===== config.mk =====
export PLATFORM = sky130hd
export DESIGN_NAME = pcie_rst_seq
export DESIGN_NICKNAME = d
export VERILOG_FILES = /design/src/rtl/pcie_rst_pkg.sv /design/src/rtl/pcie_rst_seq_perst_sync.sv /design/src/rtl/pcie_rst_seq.sv
export SDC_FILE = /design/constraint.sdc
export NUM_CORES = 1
export LEC_CHECK = 0
export BUFFER_PORTS_ARGS = -buffer_cell sky130_fd_sc_hd__buf_4
export CORE_ASPECT_RATIO = 0.9
export CORE_MARGIN = 10
export CORE_UTILIZATION = 43
export DETAILED_ROUTE_END_ITERATION = 8
export SLEW_MARGIN = 20
export SYNTH_ARGS = -nofsm -noshare
export SYNTH_HDL_FRONTEND = slang
export SYNTH_SLANG_ARGS = --single-unit

===== constraint.sdc =====
create_clock -name clk_clk -period 3.34 [get_ports clk_clk]
set_clock_uncertainty 0.15 [all_clocks]
set_input_delay 0.167 -clock clk_clk [delete_from_list [all_inputs] [get_ports clk_clk]]
set_output_delay 0.167 -clock clk_clk [all_outputs]
set_load 0.01 [all_outputs]

===== src/rtl/pcie_rst_pkg.sv =====
// Shared types and helpers for the PCIe reset/bring-up sequencer.
package pcie_rst_pkg;

   typedef enum logic [2:0] {
      ST_IDLE     = 3'd0,
      ST_PLL_RST  = 3'd1,
      ST_PLL_WAIT = 3'd2,
      ST_TX_WAIT  = 3'd3,
      ST_RX_WAIT  = 3'd4,
      ST_CORE     = 3'd5,
      ST_RUN      = 3'd6,
      ST_FAULT    = 3'd7
   } seq_state_t;

   // Width of a state timer that must be able to reach the larger of two limits.
   function automatic int timer_width(input int lim_a, input int lim_b);
      int lim_max;
      lim_max = (lim_a > lim_b) ? lim_a : lim_b;
      return $clog2(lim_max + 1);
   endfunction

endpackage


===== src/rtl/pcie_rst_seq_perst_sync.sv =====
// PERST# merge: per-source synchroniser, masked OR into one request, and a
// debounce counter that qualifies the release.
module pcie_rst_seq_perst_sync
   import pcie_rst_pkg::*;
#(
   parameter int NUM_PERST       = 2,
   parameter int SYNC_STAGES     = 2,
   parameter int DEBOUNCE_CYCLES = 8
) (
   input  logic                 clk_clk,
   input  logic                 reset_reset,
   input  logic [NUM_PERST-1:0] perst_n_in,
   input  logic [NUM_PERST-1:0] perst_mask,
   output logic                 perst_req,
   output logic                 perst_release
);

   localparam int DW = $clog2(DEBOUNCE_CYCLES + 1);

   logic [NUM_PERST-1:0] sync_q [SYNC_STAGES];
   logic [NUM_PERST-1:0] sync_d [SYNC_STAGES];
   logic [DW-1:0]        deb_q;
   logic [DW-1:0]        deb_d;

   // Shift the synchroniser, merge enabled sources, count quiet cycles.
   always_comb begin
      sync_d[0] = perst_n_in;
      for (int i = 1; i < SYNC_STAGES; i++) begin
         sync_d[i] = sync_q[i-1];
      end
      perst_req = |(perst_mask & ~sync_q[SYNC_STAGES-1]);
      if (perst_req) begin
         deb_d = '0;
      end else if (deb_q != DW'(DEBOUNCE_CYCLES)) begin
         deb_d = deb_q + 1'b1;
      end else begin
         deb_d = deb_q;
      end
      perst_release = (deb_q == DW'(DEBOUNCE_CYCLES));
   end

   // Synchroniser resets to "PERST# asserted" so release always needs a full debounce.
   always_ff @(posedge clk_clk) begin
      if (reset_reset) begin
         for (int i = 0; i < SYNC_STAGES; i++) begin
            sync_q[i] <= '0;
         end
         deb_q <= '0;
      end else begin
         for (int i = 0; i < SYNC_STAGES; i++) begin
            sync_q[i] <= sync_d[i];
         end
         deb_q <= deb_d;
      end
   end

endmodule


===== src/rtl/pcie_rst_seq.sv =====
// PCIe reset and bring-up sequencer: staged release of PLL, lane TX/RX, core
// and application resets with per-stage timeouts, bounded retry and recovery.
//
//   state    | meaning
//   ---------+---------------------------------------------------------
//   IDLE     | everything in reset, waiting for debounced PERST# release
//   PLL_RST  | pll_reset pulse of PLL_RST_CYCLES
//   PLL_WAIT | waiting for pll_locked
//   TX_WAIT  | enabled TX lanes released, waiting for lane_tx_ready
//   RX_WAIT  | enabled RX lanes released, waiting for lane_cdr_locked
//   CORE     | core released for one cycle
//   RUN      | application released, watching for loss of lock
//   FAULT    | retries exhausted; left only via PERST# or reset_reset
//
// TX_WAIT and RX_WAIT hold their lane resets on the entry cycle and only judge
// readiness afterwards, so re-entering RX_WAIT from RUN always pulses RX reset.
module pcie_rst_seq
   import pcie_rst_pkg::*;
#(
   parameter int NUM_PERST       = 2,
   parameter int NUM_LANES       = 4,
   parameter int SYNC_STAGES     = 2,
   parameter int DEBOUNCE_CYCLES = 8,
   parameter int PLL_RST_CYCLES  = 16,
   parameter int STAGE_TIMEOUT   = 1024,
   parameter int MAX_RETRIES     = 3
) (
   input  logic                               clk_clk,
   input  logic                               reset_reset,
   input  logic [NUM_PERST-1:0]               perst_n_in,
   input  logic [NUM_PERST-1:0]               perst_mask,
   input  logic [NUM_LANES-1:0]               lane_en,
   input  logic                               pll_locked,
   input  logic [NUM_LANES-1:0]               lane_tx_ready,
   input  logic [NUM_LANES-1:0]               lane_cdr_locked,
   output logic                               pll_reset,
   output logic [NUM_LANES-1:0]               lane_tx_reset,
   output logic [NUM_LANES-1:0]               lane_rx_reset,
   output logic                               core_reset,
   output logic                               app_reset,
   output logic [2:0]                         seq_state,
   output logic [$clog2(MAX_RETRIES+1)-1:0]   retry_count,
   output logic                               fault
);

   localparam int TW = timer_width(PLL_RST_CYCLES, STAGE_TIMEOUT);
   localparam int RW = $clog2(MAX_RETRIES + 1);

   logic perst_req;
   logic perst_release;

   pcie_rst_seq_perst_sync #(
      .NUM_PERST       (NUM_PERST),
      .SYNC_STAGES     (SYNC_STAGES),
      .DEBOUNCE_CYCLES (DEBOUNCE_CYCLES)
   ) u_perst_sync (
      .clk_clk       (clk_clk),
      .reset_reset   (reset_reset),
      .perst_n_in    (perst_n_in),
      .perst_mask    (perst_mask),
      .perst_req     (perst_req),
      .perst_release (perst_release)
   );

   seq_state_t           state_q, state_d;
   logic [TW-1:0]        timer_q, timer_d;
   logic [RW-1:0]        retry_q, retry_d;
   logic                 pll_reset_q, pll_reset_d;
   logic [NUM_LANES-1:0] tx_reset_q, tx_reset_d;
   logic [NUM_LANES-1:0] rx_reset_q, rx_reset_d;
   logic                 core_reset_q, core_reset_d;
   logic                 app_reset_q, app_reset_d;
   logic                 fault_q, fault_d;

   logic all_tx_ready;
   logic all_cdr_locked;
   logic timer_started;
   logic timer_expired;
   logic take_timeout;

   assign all_tx_ready   = &(lane_tx_ready | ~lane_en);
   assign all_cdr_locked = &(lane_cdr_locked | ~lane_en);
   assign timer_started  = (timer_q != '0);
   assign timer_expired  = (timer_q == TW'(STAGE_TIMEOUT));

   // Next state with priority PERST# > loss of lock > timeout > progress.
   always_comb begin
      state_d      = state_q;
      retry_d      = retry_q;
      take_timeout = 1'b0;
      if (perst_req) begin
         state_d = ST_IDLE;
      end else begin
         case (state_q)
            ST_IDLE:     if (perst_release) state_d = ST_PLL_RST;
            ST_PLL_RST:  if (timer_q == TW'(PLL_RST_CYCLES - 1)) state_d = ST_PLL_WAIT;
            ST_PLL_WAIT: begin
               if (pll_locked)         state_d = ST_TX_WAIT;
               else if (timer_expired) take_timeout = 1'b1;
            end
            ST_TX_WAIT: begin
               if (all_tx_ready && timer_started) state_d = ST_RX_WAIT;
               else if (timer_expired)            take_timeout = 1'b1;
            end
            ST_RX_WAIT: begin
               if (all_cdr_locked && timer_started) state_d = ST_CORE;
               else if (timer_expired)              take_timeout = 1'b1;
            end
            ST_CORE:     state_d = ST_RUN;
            ST_RUN: begin
               if (!pll_locked)          state_d = ST_PLL_RST;
               else if (!all_cdr_locked) state_d = ST_RX_WAIT;
            end
            ST_FAULT:    state_d = ST_FAULT;
            default:     state_d = ST_IDLE;
         endcase
      end
      if (take_timeout) begin
         if (retry_q == RW'(MAX_RETRIES)) begin
            state_d = ST_FAULT;
         end else begin
            retry_d = retry_q + 1'b1;
            state_d = ST_PLL_RST;
         end
      end
      if (state_d == ST_IDLE) retry_d = '0;
      if (state_d != state_q)       timer_d = '0;
      else if (timer_q == '1)       timer_d = timer_q;
      else                          timer_d = timer_q + 1'b1;
   end

   // Output values for the next state, so the registered outputs track seq_state.
   always_comb begin
      pll_reset_d  = !(state_d inside {ST_PLL_WAIT, ST_TX_WAIT, ST_RX_WAIT, ST_CORE, ST_RUN});
      tx_reset_d   = '1;
      rx_reset_d   = '1;
      if ((state_d == ST_TX_WAIT && timer_d != '0) ||
          (state_d inside {ST_RX_WAIT, ST_CORE, ST_RUN})) begin
         tx_reset_d = ~lane_en;
      end
      if ((state_d == ST_RX_WAIT && timer_d != '0) ||
          (state_d inside {ST_CORE, ST_RUN})) begin
         rx_reset_d = ~lane_en;
      end
      core_reset_d = !(state_d inside {ST_CORE, ST_RUN});
      app_reset_d  = (state_d != ST_RUN);
      fault_d      = (state_d == ST_FAULT);
   end

   // Sequencer state, timer, retry counter and registered outputs.
   always_ff @(posedge clk_clk) begin
      if (reset_reset) begin
         state_q      <= ST_IDLE;
         timer_q      <= '0;
         retry_q      <= '0;
         pll_reset_q  <= 1'b1;
         tx_reset_q   <= '1;
         rx_reset_q   <= '1;
         core_reset_q <= 1'b1;
         app_reset_q  <= 1'b1;
         fault_q      <= 1'b0;
      end else begin
         state_q      <= state_d;
         timer_q      <= timer_d;
         retry_q      <= retry_d;
         pll_reset_q  <= pll_reset_d;
         tx_reset_q   <= tx_reset_d;
         rx_reset_q   <= rx_reset_d;
         core_reset_q <= core_reset_d;
         app_reset_q  <= app_reset_d;
         fault_q      <= fault_d;
      end
   end

   assign pll_reset     = pll_reset_q;
   assign lane_tx_reset = tx_reset_q;
   assign lane_rx_reset = rx_reset_q;
   assign core_reset    = core_reset_q;
   assign app_reset     = app_reset_q;
   assign seq_state     = state_q;
   assign retry_count   = retry_q;
   assign fault         = fault_q;

endmodule


==> Word level (Yosys, flattened, before mapping) <==
Memory sizes are Yosys's and may differ from the RTL's.
Cells that the tools add are included.
{ "op_classes": {"bitwise_logic": 10, "n_shift": 0, "div_mod_pow": 0, "n_eq_ne": 21, "magnitude_cmp": 0, "n_addsub": 3, "n_reduce_logical": 23, "muxes": 24, "mul": 0} }
{ "op_table": {"columns": ["operator", "n"], "rows": [
  ["two-way mux 3 bit", 10],
  ["== test 3 bit, second input constant", 8],
  ["one-hot mux 3 bit (8 select lines)", 1],
  ["== test 11 bit, second input constant", 2],
  ["two-way mux 11 bit", 2],
  ["nonzero test 11 bit", 2],
  ["== test 3 x 2 -> 1 bit, second input constant", 4],
  ["adder 11 x 1 -> 11 bit, second input constant", 1],
  ["== test 11 x 4 -> 1 bit, second input constant", 1],
  ["two-way mux 1 bit", 8],
  ["OR 4 bit", 2],
  ["AND reduction 4 bit", 2],
  ["OR reduction 2 bit", 4],
  ["logical NOT 3 bit", 2],
  ["nonzero test 5 bit", 1],
  ["adder 4 x 1 -> 4 bit, second input constant", 1],
  ["== test 4 bit, second input constant", 1],
  ["logical AND 1 bit", 4],
  ["two-way mux 2 bit", 2],
  ["!= test 4 bit, second input constant", 1],
  ["NOT 4 bit", 1],
  ["== test 3 x 1 -> 1 bit, second input constant", 1],
  ["!= test 3 bit", 1],
  ["!= test 3 bit, second input constant", 1],
  ["other kinds (13)", 18]
]} }
{ "word_totals": {"register_bits": 32, "word_cells": 92, "latchBits": 0, "in_bits": 19, "rom_bits": 0, "mem_bits_rw": 4, "memories": 1} }
{ "mem_list": {"columns": ["name", "words", "word_bits", "read_ports", "rd_ports_with_merged_regs", "write_ports", "line", "rtl"], "rows": [
  ["u_perst_sync.sync_q", 2, 2, 2, 0, 2, "pcie_rst_seq_perst_sync.sv:20", "logic [NUM_PERST-1:0] sync_q [SYNC_STAGES];"]
]} }

==> Depth between registers and ports, before layout <==
Gate-level depths: netlist of run 1.
{ "logic_depth": {"word_depth": 15, "ltp_mapped": 10, "depth_no_buf": 9} }

==> Modules after synthesis <==
From an unflattened synthesis of run 1, not the netlist that was laid out.
{ "unflattened": {"cells_unflattened": 255, "area_unflattened_um2": 2298.5} }
{ "modules_own_cells": {"columns": ["module", "area_per_inst_um2", "cells_each", "n_inst"], "rows": [
  ["pcie_rst_seq", 1964.4, 221, 1],
  ["pcie_rst_seq_perst_sync", 334.1, 34, 1]
]} }

==> Worst setup path after synthesis of run 1 <==
OpenSTA, ideal clock, no wires.
{ "synth_timing": {"kind": "register to register", "startpoint": "register timer_q[0]", "endpoint": "register timer_q[2]", "path_buffers": 2, "path_stages_with_launch": 11, "arrival_time_ns": 2.271, "required_ns": 3.117, "slack_ns": 0.846, "synth_period_minus_slack_ns": 2.494, "path_cell_list": "dfxtp_1 ha_1 and3_1 clkbuf_2 and3_1 o21a_1 a31oi_1 o2111ai_2 a2111o_1 buf_6 nor3_2"} }
{ "synth_via": {"elab_chain_len": 8, "elab_cells_between_ends": 22, "cone_classes": "add/sub: 1; eq/ne: 4; mux: 14; reduce/logical: 3"} }
{ "synth_lines": {"columns": ["element", "line", "rtl"], "rows": [
  ["from (decl)", "pcie_rst_seq.sv:66", "logic [TW-1:0] timer_q, timer_d;"],
  ["from (signal assigned)", "pcie_rst_seq.sv:164", "timer_q <= timer_d;"],
  ["== test 11 bit / nonzero test 11 bit (equally long branches)", "pcie_rst_seq.sv:84, pcie_rst_seq.sv:83", null],
  ["two-way mux 1 bit, or another cell as far along", "pcie_rst_seq.sv:99, pcie_rst_seq.sv:103, pcie_rst_seq.sv:107", null],
  ["two-way mux 1 bit, or another cell as far along", "pcie_rst_seq.sv:106", "if (all_cdr_locked && timer_started) state_d = ST_CORE;"],
  ["one-hot mux 1 bit (3 select lines) / one-hot mux 3 bit (8 select lines) (equally long branches)", "pcie_rst_seq.sv:94", "case (state_q)"],
  ["two-way mux 1 bit / two-way mux 3 bit (equally long branches)", "pcie_rst_seq.sv:91", "if (perst_req) begin"],
  ["two-way mux 3 bit", "pcie_rst_seq.sv:118", "if (take_timeout) begin"],
  ["!= test 3 bit", "pcie_rst_seq.sv:127", "if (state_d != state_q) timer_d = '0;"],
  ["two-way mux 11 bit *", "pcie_rst_seq.sv:127", null]
]} }
Mark *: on every way between the ends. The rest lies on a longest branch, timed or not.
A chain may end at the register's enable or synchronous reset.

==> Worst setup path after layout of run 1 <==
{ "layout_timing": {"startpoint": "input port lane_en[0]", "endpoint": "register tx_reset_q[1] (netlist: lane_tx_reset[1])"} }
{ "layout_via": {"elab_chain_len": 15, "elab_cells_between_ends": 30, "cone_classes": "eq/ne: 5; mux: 12; bitwise: 4; reduce/logical: 9"} }
{ "layout_lines": {"columns": ["element", "line", "rtl"], "rows": [
  ["from (decl)", "pcie_rst_seq.sv:32", "input logic [NUM_LANES-1:0] lane_en,"],
  ["NOT 4 bit *", "pcie_rst_seq.sv:81, pcie_rst_seq.sv:82", null],
  ["OR 4 bit, on equally long branches", "pcie_rst_seq.sv:82, pcie_rst_seq.sv:81", null],
  ["AND reduction 4 bit, on equally long branches", "pcie_rst_seq.sv:82, pcie_rst_seq.sv:81", null],
  ["two-way mux 3 bit, or another cell as far along", "pcie_rst_seq.sv:112", "else if (!all_cdr_locked) state_d = ST_RX_WAIT;"],
  ["two-way mux 3 bit, or another cell as far along", "pcie_rst_seq.sv:111", "if (!pll_locked) state_d = ST_PLL_RST;"],
  ["one-hot mux 3 bit (8 select lines) / one-hot mux 1 bit (3 select lines) (equally long branches)", "pcie_rst_seq.sv:94", null],
  ["two-way mux 3 bit / two-way mux 1 bit (equally long branches)", "pcie_rst_seq.sv:91", null],
  ["two-way mux 3 bit *", "pcie_rst_seq.sv:118", null],
  ["!= test 3 bit", "pcie_rst_seq.sv:127", null],
  ["two-way mux 11 bit", "pcie_rst_seq.sv:127", null],
  ["nonzero test 11 bit", "pcie_rst_seq.sv:137", "if ((state_d == ST_TX_WAIT && timer_d != '0) ||"],
  ["logical AND 1 bit", "pcie_rst_seq.sv:137", null],
  ["logical OR 1 bit *", "pcie_rst_seq.sv:137", null],
  ["NOT 1 bit (no line) *", null, null],
  ["OR reduction 2 bit (no line) *", null, null],
  ["to (signal assigned)", "pcie_rst_seq.sv:167", "tx_reset_q <= tx_reset_d;"],
  ["to (decl)", "pcie_rst_seq.sv:69", "logic [NUM_LANES-1:0] tx_reset_q, tx_reset_d;"]
]} }
Marks and branches as above.

==> out/metrics.csv, run 1 <==
metric;value;unit
number_of_enable_flip_flop_cells_after_synthesis;0;
fin_setup_tns;0;ps
critPathKind;in -> reg;
cts_tree;built;
worst_setup_path_start_kind;primary input;
synth-warning-count;0;
pin_count;36;
cp.arrival;3000;ps
core_region_area;0.004518;mm2
max_clock_freq;335.5;MHz
synth.ff_latch_count;36;
global_route_total_overflow;0;
number_of_drc_markers_after_the_initial_detailed_route_iteration;100;
grt_util_met1;17.80;%
grt_max_degree;17;
grtUsageMet3;4.313;%
post_cts_setup_driven_buffer_insertion_count;0;
peakVddDrop;0.0003670;V
synth_area_per_cell;8.944;um2
cts_made_buffers;5;
routabilityCongestion;0.8319;
hold_ws;19.77;ps
power.density;413.3;mW/mm2
status;complete, no violations;
synthesis.nets;253;
period_share;89.24;%
drt-total-wl;4.945;mm
timing.critical_path.mode_cell;sky130_fd_sc_hd__nand4_1;
all_layer_global_routing_usage;13.13;%
detail-route-antenna-nets;0;
hold_violations_final;0;
wire_length_of_the_first_global_routing_pass;8.424;mm
drcViolationCount;0;
final_max_tran_viols;0;
grt_pass1_vias;1738;
port_buffers;35;
synth_most_common_cell;sky130_fd_sc_hd__dfxtp_1;
die_span_x;92.75;um
worst_hold_path_type;in -> reg;
yosys-top-cells-count;36 x sky130_fd_sc_hd__dfxtp_1, 22 x sky130_fd_sc_hd__nor2_1, 20 x sky130_fd_sc_hd__nand2_1;
syn-instance-count;229;
antenna_found_initial;0;
route.detailed.wl_per_inst;14.89;um
clock_sinks;36;
flow.area_growth_from_synthesis;25.11;%
report.final.setup_viol;0;
cts-root-buf;sky130_fd_sc_hd__clkbuf_8;
worst_slew_margin_rel;58.04;%
vias;1815;
leakage;0.9630;nW
maxCapViolations;0;
dp.final_hpwl;3.694;mm
period_minus_slack;2981;ps
critical_path.max_stage_delay;550;ps
max_slew.worst_pin.slew;623.7;ps
design.die.area;0.007928;mm2
grt_util_met2;18.27;%
antenna-diode-count;0;
yosys_most_used_dff;sky130_fd_sc_hd__dfxtp_1;
drive_above_1_share;23.70;%
synth.cell_area;0.002048;mm2
cp.required;3360;ps
synth.lib_cells_used.distinct;56;
grt_busiest_layer;met2;
worst_skew_pair.late_latency;290;ps
rsz0062_at_grt;false;
end_kind;flop;
timing.critical_path.fanout_max;6;
proportion_of_synthesized_chip_area_in_sequential_cells;35.19;%
drt-vias-per-instance;5.467;
critical_path.cell_chain;dlygate4sd3_1, buf_4, nor2b_4, a2111oi_4, nand4_1, a31oi_1, nand4_1, o31ai_1, nand2_1;
nets;293;
post_cts.resized_instances;0;
timing.critical_path.slowest_stage_cell;sky130_fd_sc_hd__o31ai_1;
ctsHtreeMaxLevel;2;
synth.largest_area_cell;sky130_fd_sc_hd__dfxtp_1;
initial_core_util;45.33;%
fp.dieH;85.48;um
clockBufferDepth;2;
worstPathBufferInverterCount;2;
ctsHoldBuffers;6;
synthDominantCellAreaShare;35.19;%
path_delay_family;compound AO/OA/AOI/OAI gates;
synth-async-reset-ratio;0;%
rows;23;
synthTopCellsByArea;sky130_fd_sc_hd__dfxtp_1 35%, sky130_fd_sc_hd__nor2_1 4.0%, sky130_fd_sc_hd__nand2_1 3.7%;
drt_first_pass_iters;4;
worst_setup_hold_path_clk_slew;70;ps
## cell type report
| cell class | count | area (um2) |
|---|---|---|
| fill | 428 | 1956 |
| multi-input combinational | 174 | 1234 |
| sequential | 36 | 720.7 |
| timing repair buffer | 43 | 337.8 |
| clock inverter | 3 | 90.09 |
| tap | 62 | 77.57 |
| clock buffer | 5 | 68.82 |
| inverter | 9 | 33.78 |
## placed cells by master, fill, tap and decap left out, types with 6 or more instances in the layout
cell                            Yosys  routed
sky130_fd_sc_hd__dfxtp_1           36      36
sky130_fd_sc_hd__dlygate4sd3_1      0       6
sky130_fd_sc_hd__nor2_1            22      22
sky130_fd_sc_hd__a31oi_1            8       8
sky130_fd_sc_hd__xnor2_1            6       6
sky130_fd_sc_hd__inv_1              9       9
sky130_fd_sc_hd__buf_4              0      37
sky130_fd_sc_hd__nor3_1            10      10
sky130_fd_sc_hd__nor2b_1           10      10
sky130_fd_sc_hd__nand3_1           10      10
sky130_fd_sc_hd__nand2_1           20      20
## per-layer routing
layer  vias to the layer above  share of wire (%)
met1                       826                 50
met3                         6                7.6
li1                        917                  -
met5                         -                  0
met4                         0                1.8
met2                        66                 41
## worst register-to-register path, delay by kind of cell (launching register included)
| kind | cells | cell delay (ps) |
|---|---|---|
| DFF | 1 | 350 |
| AOI/OAI and AO/OA | 3 | 1240 |
| adders and majority gates | 1 | 280 |
| and+or+nand+nor | 4 | 790 |
## registers in the layout, summed over array words and instances (netlist names)
| name | count |
|---|---|
| u_perst_sync.deb_q | 4 |
| timer_q | 11 |
| core_reset | 1 |
| u_perst_sync.sync_q | 4 |
| seq_state | 3 |
| lane_rx_reset | 4 |
| fault | 1 |
| app_reset | 1 |
| pll_reset | 1 |
| retry_count | 2 |
| lane_tx_reset | 4 |
## final timing paths
check	startpoint	slack, ps	depth (start not counted)	end
max reg2reg	timer_q[1]	410	8	lane_tx_reset[1]
min	reset_reset	20	2	u_perst_sync.sync_q[0][2]
max	lane_en[0]	360	9	lane_tx_reset[1]
min reg2reg	u_perst_sync.sync_q[0][0]	290	1	u_perst_sync.sync_q[0][2]
## per-stage QoR
stage          instances  power (W)  utilization (%)  instance area, um2  worst slack [ps]
3_5_place_dp         318  0.0005300            51.87                2344             450.1
3_3_place_gp         318  0.0005302            51.87                2344             523.7
6_report             332   0.001059            56.72                2562             359.3
4_1_cts              332   0.001076            56.72                2562             386.8
2_1_floorplan        229  0.0004984                -                2048             845.8
5_1_grt              332   0.001100            56.72                2562             169.9
## power breakdown
part	internal [W]	switching (W)
Clock	0.000373	0.000160
Sequential	0.000435	0.00000574
Combinational	0.0000408	0.0000441
Total	0.000850	0.000210
## cells by family (layout without fill, tap and decap cells)
group / after synthesis / in the layout / share of synthesized area (%)
simple gates: 108 / 108 / 29.99
compound gates: 48 / 48 / 21.20
flops: 36 / 36 / 35.19
buf+inv: 19 / 60 / 4.581
xor+xnor: 7 / 7 / 2.993
mux: 6 / 6 / 2.993
fa+ha+maj: 5 / 5 / 3.054
Power figures use the tool's default switching activity.
==> run 2, diff against run 1 <==
--- a/config.mk
+++ b/config.mk
@@ -7,7 +7,7 @@
 export LEC_CHECK = 0
 export BUFFER_PORTS_ARGS = -buffer_cell sky130_fd_sc_hd__buf_4
 export CORE_ASPECT_RATIO = 0.9
-export CORE_MARGIN = 10
+export CORE_MARGIN = 2
 export CORE_UTILIZATION = 43
 export DETAILED_ROUTE_END_ITERATION = 8
 export SLEW_MARGIN = 20
==> out/metrics.csv, run 2 (synthesis results as in run 1) <==
metric;value;unit;change
status;complete, no violations;;
mostFrequentLayoutCells;37 x sky130_fd_sc_hd__buf_4, 36 x sky130_fd_sc_hd__dfxtp_1, 22 x sky130_fd_sc_hd__nor2_1;;
core_region_area;0.004518;mm2;unchanged
antenna-diode-count;0;;unchanged
post_cts_setup_driven_buffer_insertion_count;0;;unchanged
critPathKind;in -> reg;;
ctsHtreeMaxLevel;2;;unchanged
antenna_found_initial;0;;unchanged
drt-vias-per-instance;5.452;;-0.28%
period_minus_slack;2948;ps;-32.86 ps
layout_commonest_cell;sky130_fd_sc_hd__buf_4;;
rsz0062_at_grt;false;;
design.die.area;0.005332;mm2;-33%
drcViolationCount;0;;unchanged
cp.required;3400;ps;+40 ps
flow.area_growth_from_synthesis;22.05;%;
routabilityCongestion;0.8313;;about the same
port_buffers;35;;unchanged
dp.final_hpwl;3.344;mm;-9.5%
sequential_cell_area;720.7;um2;unchanged
largest_register_ffs;11;;unchanged
ctsHoldBuffers;6;;unchanged
detail-route-antenna-nets;0;;unchanged
route.detailed.wl_per_inst;13.87;um;-6.9%
number_of_drc_markers_after_the_initial_detailed_route_iteration;76;;-24%
global_route_total_overflow;0;;unchanged
post_cts.resized_instances;0;;unchanged
n_fill_cell;416;;-2.8%
rows;23;;unchanged
all_layer_global_routing_usage;18.44;%;+5.3 points
grt_pass1_vias;1661;;-4.4%
cts-root-buf;sky130_fd_sc_hd__clkbuf_8;;
max_slew.worst_pin.slew;601.4;ps;-22.33 ps
cts_made_buffers;5;;unchanged
hold_violations_final;0;;unchanged
layoutNonFillerInstCount;332;;unchanged
grt_max_degree;17;;unchanged
fp.dieH;69.48;um;-19%
drt_first_pass_iters;4;;unchanged
max_clock_freq;339.2;MHz;+1.1%
clock_sinks;36;;unchanged
leakage;0.9363;nW;-2.8%
grt_util_met1;26.47;%;+8.7 points
worst_setup_hold_path_clk_slew;80;ps;about the same
die_span_x;76.75;um;-17%
worst_skew_pair.late_latency;300;ps;about the same
nets;293;;unchanged
hold_ws;14.56;ps;-5.208 ps
report.final.setup_viol;0;;unchanged
initial_core_util;45.33;%;unchanged
maxCapViolations;0;;unchanged
pin_count;36;;unchanged
drive_above_1_share;23.70;%;unchanged
worst_setup_path_start_kind;primary input;;
multiInputGateArea;0.001234;mm2;unchanged
end_kind;flop;;
peakVddDrop;0.0002548;V;-31%
worst_hold_path_type;in -> reg;;
clockBufferDepth;2;;unchanged
place_inst;318;;unchanged
grtUsageMet3;4.427;%;+0.11 points
top_register;timer_q;;
final_max_tran_viols;0;;unchanged
power.density;340.3;mW/mm2;-18%
period_share;88.26;%;-0.98 points
cts_tree;built;;
timing.critical_path.fanout_max;11;;+5
grt_busiest_layer;met2;;
grt_util_met2;26.71;%;+8.4 points
cp.arrival;3010;ps;about the same
vias;1810;;-0.28%
fin_setup_tns;0;ps;unchanged
worst_slew_margin_rel;59.72;%;+1.7 points
drt-total-wl;4.606;mm;-6.9%
wire_length_of_the_first_global_routing_pass;7.983;mm;-5.2%
[run 2: cell count changes in the layout (fill, tap and decap cells not counted)]
cell,change
sky130_fd_sc_hd__bufinv_16,-3
sky130_fd_sc_hd__clkinv_2,+1
sky130_fd_sc_hd__clkbuf_8,+1
sky130_fd_sc_hd__inv_6,+1
[run 2: path summary, 6_finish.rpt]
check / slack, ps / end / from / cells past startpoint
setup / recovery: 390 / timer_q[8] / lane_en[1] / 9
hold / removal: 10 / seq_state[0] / reset_reset / 2
setup reg to reg: 470 / lane_tx_reset[3] / timer_q[1] / 8
hold reg to reg: 290 / u_perst_sync.sync_q[0][3] / u_perst_sync.sync_q[0][1] / 1
[run 2: final cells by class]
| cell class | instances | share of cell area [%] |
|---|---|---|
| timing repair buffer | 43 | 13.51 |
| clock buffer | 6 | 3.303 |
| multi-input combinational | 174 | 49.35 |
| tap | 62 | 3.103 |
| sequential | 36 | 28.83 |
| inverter | 9 | 1.351 |
| clock inverter | 2 | 0.5506 |
[run 2: per-stage QoR]
step | setup WS (ps) | power (W) | util, % | instance area (um2)
3_5_place_dp | 505.0 | 0.0005298 | 51.87 | 2344
2_1_floorplan | 845.8 | 0.0004984 | - | 2048
6_report | 392.2 | 0.0008508 | 55.33 | 2500
4_1_cts | 396.3 | 0.0008615 | 55.33 | 2500
3_3_place_gp | 497.6 | 0.0005295 | 51.87 | 2344
5_1_grt | 120.7 | 0.0008951 | 55.33 | 2500
[run 2: critical path, stage by stage]
cell and delay [ps]:
sky130_fd_sc_hd__dlygate4sd3_1 540, sky130_fd_sc_hd__buf_4 160, sky130_fd_sc_hd__nor2b_1 150, sky130_fd_sc_hd__a2111oi_4 500, sky130_fd_sc_hd__nand3_2 160, sky130_fd_sc_hd__a21oi_2 320, sky130_fd_sc_hd__nand2_1 130, sky130_fd_sc_hd__a2111o_1 630
sky130_fd_sc_hd__nor3b_1 240
[run 2: power breakdown]
part | total (W) | switching, W | internal (W)
Sequential | 0.000441 | 0.00000541 | 0.000435
Combinational | 0.0000848 | 0.0000442 | 0.0000407
Clock | 0.000325 | 0.000157 | 0.000168
[run 2: per-layer routing]
| metal | routed length [um] | up-vias |
|---|---|---|
| met5 | 0 | - |
| met2 | 1923 | 52 |
| li1 | - | 922 |
| met1 | 2382 | 830 |
| met4 | 52 | 0 |
| met3 | 247 | 6 |
